==> src/rtl/data_mem_dump_ctrl.sv <==
// -----------------------------------------------------------------------------
// data_mem_dump_ctrl
//   End-of-simulation readback engine. A start pulse takes the data-memory port
//   away from the datapath. The block then reads NUM_WORDS words from BASE_ADDR
//   upward in steps of 4 and hands each word, with its address, to an output
//   sink over a valid/ready handshake. When the last word is accepted, the port
//   goes back to the datapath.
//
// Parameters
//   BASE_ADDR  byte address of the first word dumped (word aligned)
//   NUM_WORDS  number of words to dump, 1..65535
//   RD_LAT     data-memory read latency in cycles, 1..4
//
// Ports
//   clk        in   1   system clock, rising edge
//   rst        in   1   synchronous reset, active-high
//   start      in   1   one-cycle pulse; only honoured in IDLE or DONE
//   busy       out  1   high from GRANT through PUSH
//   done       out  1   high in DONE
//   mem_grant  out  1   1 = this block drives data memory, 0 = datapath does
//   mem_rd     out  1   read strobe, active-high
//   mem_wr_n   out  1   write strobe, active-low; tied inactive
//   mem_addr   out  32  byte address to data memory
//   mem_rdata  in   32  data-memory read data
//   out_valid  out  1   out_data/out_addr valid
//   out_ready  in   1   sink accepts on out_valid & out_ready at a rising edge
//   out_data   out  32  dumped word
//   out_addr   out  32  byte address of out_data
//   word_cnt   out  16  words accepted by the sink in the current dump
// -----------------------------------------------------------------------------
module data_mem_dump_ctrl #(
  parameter logic [31:0] BASE_ADDR = 32'h1001_0000,
  parameter int unsigned NUM_WORDS = 256,
  parameter int unsigned RD_LAT    = 1
) (
  input  logic        clk,
  input  logic        rst,
  input  logic        start,
  output logic        busy,
  output logic        done,
  output logic        mem_grant,
  output logic        mem_rd,
  output logic        mem_wr_n,
  output logic [31:0] mem_addr,
  input  logic [31:0] mem_rdata,
  output logic        out_valid,
  input  logic        out_ready,
  output logic [31:0] out_data,
  output logic [31:0] out_addr,
  output logic [15:0] word_cnt
);

  typedef enum logic [2:0] {
    S_IDLE,
    S_GRANT,
    S_READ,
    S_WAIT,
    S_PUSH,
    S_DONE
  } state_t;

  // Final WAIT cycle index and final word count, both as fixed-width compares.
  localparam logic [1:0]  WAIT_LAST = 2'(RD_LAT - 1);
  localparam logic [15:0] CNT_LAST  = 16'(NUM_WORDS - 1);

  state_t      state;
  state_t      state_nxt;
  logic [31:0] ptr;
  logic [1:0]  wait_cnt;

  logic wait_last;
  logic word_last;
  logic accept;

  assign wait_last = (wait_cnt == WAIT_LAST);
  assign word_last = (word_cnt == CNT_LAST);
  assign accept    = (state == S_PUSH) && out_ready;

  // Next-state logic.
  always_comb begin
    // NOTE: state_nxt gets a default before the case so every path assigns
    // it; a missing branch would otherwise infer a latch.
    state_nxt = state;
    unique case (state)
      S_IDLE:  if (start) state_nxt = S_GRANT;
      S_GRANT: state_nxt = S_READ;
      S_READ:  state_nxt = S_WAIT;
      S_WAIT:  if (wait_last) state_nxt = S_PUSH;
      S_PUSH:  if (out_ready) state_nxt = word_last ? S_DONE : S_READ;
      S_DONE:  if (start) state_nxt = S_GRANT;
      default: state_nxt = S_IDLE;
    endcase
  end

  // State register and datapath registers.
  always_ff @(posedge clk) begin
    // NOTE: sequential state uses non-blocking assignments so every register
    // samples pre-edge values regardless of statement order.
    if (rst) begin
      state    <= S_IDLE;
      ptr      <= BASE_ADDR;
      wait_cnt <= '0;
      out_data <= '0;
      out_addr <= '0;
      word_cnt <= '0;
    end else begin
      state <= state_nxt;
      unique case (state)
        S_GRANT: begin
          ptr      <= BASE_ADDR;
          word_cnt <= '0;
        end
        S_READ: wait_cnt <= '0;
        S_WAIT: begin
          wait_cnt <= wait_cnt + 2'd1;
          // Read data is valid during the final WAIT cycle only.
          if (wait_last) begin
            out_data <= mem_rdata;
            out_addr <= ptr;
          end
        end
        S_PUSH: begin
          if (accept) begin
            word_cnt <= word_cnt + 16'd1;
            // 32-bit wrap past 32'hFFFF_FFFC to 0 is intended.
            ptr      <= ptr + 32'd4;
          end
        end
        default: ;
      endcase
    end
  end

  // Outputs are a pure decode of the registered state.
  assign busy      = (state == S_GRANT) || (state == S_READ) ||
                     (state == S_WAIT)  || (state == S_PUSH);
  assign done      = (state == S_DONE);
  assign mem_grant = busy;
  assign mem_rd    = (state == S_READ);
  assign mem_wr_n  = 1'b1;
  assign mem_addr  = ptr;
  assign out_valid = (state == S_PUSH);

endmodule

==> config.mk <==
export PLATFORM = sky130hd
export DESIGN_NAME = data_mem_dump_ctrl
export DESIGN_NICKNAME = d
export VERILOG_FILES = /design/src/rtl/data_mem_dump_ctrl.sv
export SDC_FILE = /design/constraint.sdc
export NUM_CORES = 1
export LEC_CHECK = 0
export BUFFER_PORTS_ARGS = -buffer_cell sky130_fd_sc_hd__buf_2
export CORE_MARGIN = 4
export CORE_UTILIZATION = 54
export CTS_CLUSTER_SIZE = 40
export DETAILED_ROUTE_END_ITERATION = 12
export PLACE_DENSITY = 0.95
export SYNTH_ARGS = -nofsm -noshare
export SYNTH_HDL_FRONTEND = slang
export SYNTH_SLANG_ARGS = --single-unit
==> constraint.sdc <==
create_clock -name clk -period 4.4 [get_ports clk]
set_input_delay 0.88 -clock clk [delete_from_list [all_inputs] [get_ports clk]]
set_output_delay 0.88 -clock clk [all_outputs]
set_load 0.02 [all_outputs]
==> impl_results.rst <==
.. list-table::
   :header-rows: 1

   * - Metric
     - Value
   * - Area of the placeable core
     - 0.008341 mm²
   * - LEAKAGE
     - 2.482 nW
   * - Share of the clock period used by the worst path after layout
     - 59.37%
   * - Critical path endpoint category
     - flip-flop
   * - Mux share of post-synthesis cell area
     - 0.4255%
   * - Post-route setup TNS
     - 0 ns
   * - Utilization of the core after routing
     - 72.29%
   * - Critical register-to-register path startpoint
     - state[0]$_SDFFE_PP0P_
   * - FF-to-FF setup slack
     - 1.79 ns
   * - Most used cells in the layout excluding fill and tap cells
     - 148 x buf_2, 140 x nand2_1, 113 x dfxtp_1
   * - Wire length of the first global-routing pass
     - 20,690 µm
   * - Total power density per cell area
     - 435.0 mW/mm²
   * - Combinational family with the most area after synthesis
     - simple AND/OR/NAND/NOR gates
   * - Final Routed Wirelength
     - 13,030 µm
   * - Status
     - finished clean
   * - Via count
     - 4,787
   * - DR iter-0 viols
     - 236
   * - Clock network fraction of total power
     - 51.7%
   * - Antenna violations before repair
     - 0
   * - Critical path launch point type
     - flip-flop
   * - Routed wire length on met3
     - 1164 µm
   * - Worst slack after detailed placement
     - 1.754 ns
   * - Die area
     - 0.01027 mm²
   * - Final setup fails
     - 0
   * - # Max-Cap Violations
     - 0
   * - Drc violations
     - 0
   * - Count of synthesis-stage warnings from yosys
     - 0
   * - Quantity of I/O buffers inserted on ports
     - 148
   * - Simple-gate portion of the synthesized area
     - 25.61%
   * - Length in cells of the worst reg-to-reg path
     - 4
   * - Number of vias per cell after detailed routing
     - 5.767
   * - Critical path data required time
     - 4.76 ns
   * - Count of hold-fix buffers inserted at cts
     - 0
   * - Clock-pin slew reported for the worst setup and hold paths after clock tree synthesis
     - 0.05 ns
   * - H-tree levels
     - 4
   * - Post-route standard cell area excluding fillers
     - 0.006030 mm²
   * - Relative contribution of sequential cells to total power
     - 40.6%
   * - Sequential share of the synthesized area
     - 48.09%
   * - Overall die height
     - 101.3 µm
   * - Mean instance size in the synthesized netlist
     - 8.069 µm²
   * - Hold path endpoint
     - out_addr[25]$_SDFFE_PP0P_
   * - Die boundary width
     - 101.3 µm
   * - Number of different library cells in the post-synthesis netlist
     - 43
   * - Estimated wirelength of the detail-placed design
     - 8747 µm
   * - Flop and latch count out of synthesis
     - 113
   * - Most used flip-flop cell after synthesis
     - dfxtp_1
   * - Adder-cell share of the synthesized area
     - 0.7979%
   * - Area after DPL
     - 0.005425 mm²
   * - CTS Buf Count
     - 17
   * - Ant. Diodes
     - 0
   * - Critical path data arrival time
     - 2.97 ns
   * - Total number of clock tree sinks
     - 113
   * - Relative area change from synthesis to final layout
     - 28.16%
   * - Count of endpoints failing hold in the final timing report
     - 0
   * - Post-synthesis instance area
     - 0.004705 mm²
   * - Count of TritonRoute iterations in the first routing pass
     - 5
   * - Sw power
     - 0.6180 mW
   * - Clock tree from TritonCTS
     - yes
   * - Final net count
     - 752
   * - Average detailed-routed wire length per instance
     - 15.69 µm
   * - Overall fraction of global-route tracks in use
     - 25.05%
   * - DRT met1 WL
     - 4932 µm
   * - Path type of the worst setup path
     - reg -> reg
   * - Slew Limit Headroom
     - 18.78%
   * - Worst Hold Depth
     - 2
   * - Worst-Margin Slew
     - 1.218 ns
   * - Fraction of registers with async set or reset after synthesis
     - 0%
   * - Final clock skew
     - 0.007688 ns
   * - Pin count of the biggest net entering global routing
     - 73
   * - Std-Cell Rows
     - 33
   * - Number of global-route vias before repair
     - 4,547
   * - Largest voltage drop on the vdd net
     - 0.3365 mV
   * - Top routing layer in use
     - met4
   * - Count of instances resized after the clock tree is built
     - 0
   * - Total gr overflow
     - 0
   * - Effective utilization at floorplan
     - 56.41%
   * - Maximum buffer depth of the clock tree
     - 2
   * - FF-to-FF End
     - out_addr[23]$_SDFFE_PP0P_
   * - Compound-Gate Fraction of Synth Area
     - 17.53%
   * - Most frequent standard cell in the layout excluding fill and tap cells
     - buf_2
   * - Final slew viol count
     - 0
   * - Post-synth EDFFs
     - 0
   * - Setup repair after global routing missed its margin
     - no
   * - Xor-xnor portion of the synthesized cell area
     - 2.606%
   * - Switching part of the total power
     - 23.56%
   * - CP Max Fanout
     - 63
   * - Part of the power in combinational logic
     - 7.7%
   * - Clk Tree Root Cell
     - clkbuf_8
   * - Min Tclk post-route
     - 2.612 ns
   * - Maximum frequency from static timing analysis
     - 382.8 MHz
   * - Io pins
     - 154
   * - Share of final-layout standard cells stronger than drive strength 1
     - 25.79%
   * - Number of setup buffers added after CTS
     - 0
   * - Number of nets with antenna violations after routing
     - 0
   * - Met2 wire length
     - 6661 µm
   * - Startpoint of the lowest-slack hold path
     - out_addr[25]$_SDFFE_PP0P_
   * - Instance count of the mapped netlist
     - 583
   * - Type of the tightest min-delay check
     - reg -> reg
   * - Worst-skew pair later-pin latency
     - 0.51 ns
   * - Final weighted congestion in routability-driven placement
     - 0.8439
   * - Internal power component
     - 2.005 mW
   * - Worst Setup Slack, final
     - 1.788 ns
## metal layers
layer  vias up  track usage (%)
met4         0            8.998
li1       2293                -
met2       211            43.66
met3        30            7.438
met1      2253            29.13
met5         -                0
## power by group through the flow
stage / combinational [mW] / sequential (mW) / clock, mW
after floorplan: 0.134 / 1.09 / 0
after global placement: 0.192 / 1.08 / 0
after detailed placement: 0.200 / 1.09 / 0
after CTS: 0.202 / 1.06 / 1.36
after global routing: 0.222 / 1.07 / 1.41
final: 0.202 / 1.07 / 1.36
## cell usage after synthesis (8+ instances only)
master | instances | area (µm²)
nand2_1 | 140 | 525.5
dfxtp_1 | 113 | 2262
a21oi_1 | 92 | 460.4
clkbuf_1 | 31 | 116.4
nor2_1 | 28 | 105.1
or4_1 | 19 | 142.6
o31ai_1 | 17 | 127.6
nand3_1 | 13 | 65.06
o21ai_0 | 13 | 65.06
inv_1 | 9 | 33.78
nand4_1 | 8 | 50.05
or3_1 | 8 | 50.05
## stage by stage
step	hold WS [ns]	power, mW	cells
finish	0.4483	2.623	830
global route	0.4657	2.699	830
CTS	0.4514	2.629	829
detailed placement	0.4441	1.285	798
global placement	0.4381	1.275	798
floorplan	0.4544	1.228	586
## cell type report
cell class,instances,area [µm²]
inverters,9,33.78
clock buffers,21,459.2
well taps,105,131.4
clock inverters,10,133.9
repair buffers,152,774.5
fillers,646,2311
multi-input cells,420,2235
flip-flops and latches,113,2262
## critical path, cell delays in order, from the launching register on
cell,delay (ns)
dfxtp_1,0.61
nor2b_1,0.38
nand3_2,0.96
nand2_1,0.35
a21oi_1,0.11
## cell families (layout without fill, tap and decap cells)
logic type | count (synthesis) | after routing
other | 2 | 5
AND/OR/NAND/NOR | 252 | 252
buffers and inverters | 53 | 192
flip-flops | 113 | 113
adder cells (fa/ha/maj) | 3 | 3
multiplexers | 2 | 2
AO/OA/AOI/OAI | 144 | 144
XOR/XNOR | 14 | 14
## flip-flops by register name (all words and copies together) (netlist names)
register and count:
state 3, wait_cnt 2, word_cnt 16, mem_addr 30
out_data 32, out_addr 30
## how the worst max path moves through the flow
stage                          start                   endpoint  slack (ns)  cells after the start
5_1_grt        state[0]$_SDFFE_PP0P_   out_addr[2]$_SDFFE_PP0P_        1.43                      4
3_5_place_dp               out_ready  mem_addr[18]$_SDFFE_PP0P_        1.75                      5
6_report       state[0]$_SDFFE_PP0P_  out_addr[23]$_SDFFE_PP0P_        1.79                      4
4_1_cts        state[0]$_SDFFE_PP0P_  out_addr[23]$_SDFFE_PP0P_        1.80                      4
3_3_place_gp               out_ready  mem_addr[18]$_SDFFE_PP0P_        1.88                      5
2_1_floorplan  state[0]$_SDFFE_PP0P_                  mem_grant        2.12                      4
(Power assumes the default switching activity.)
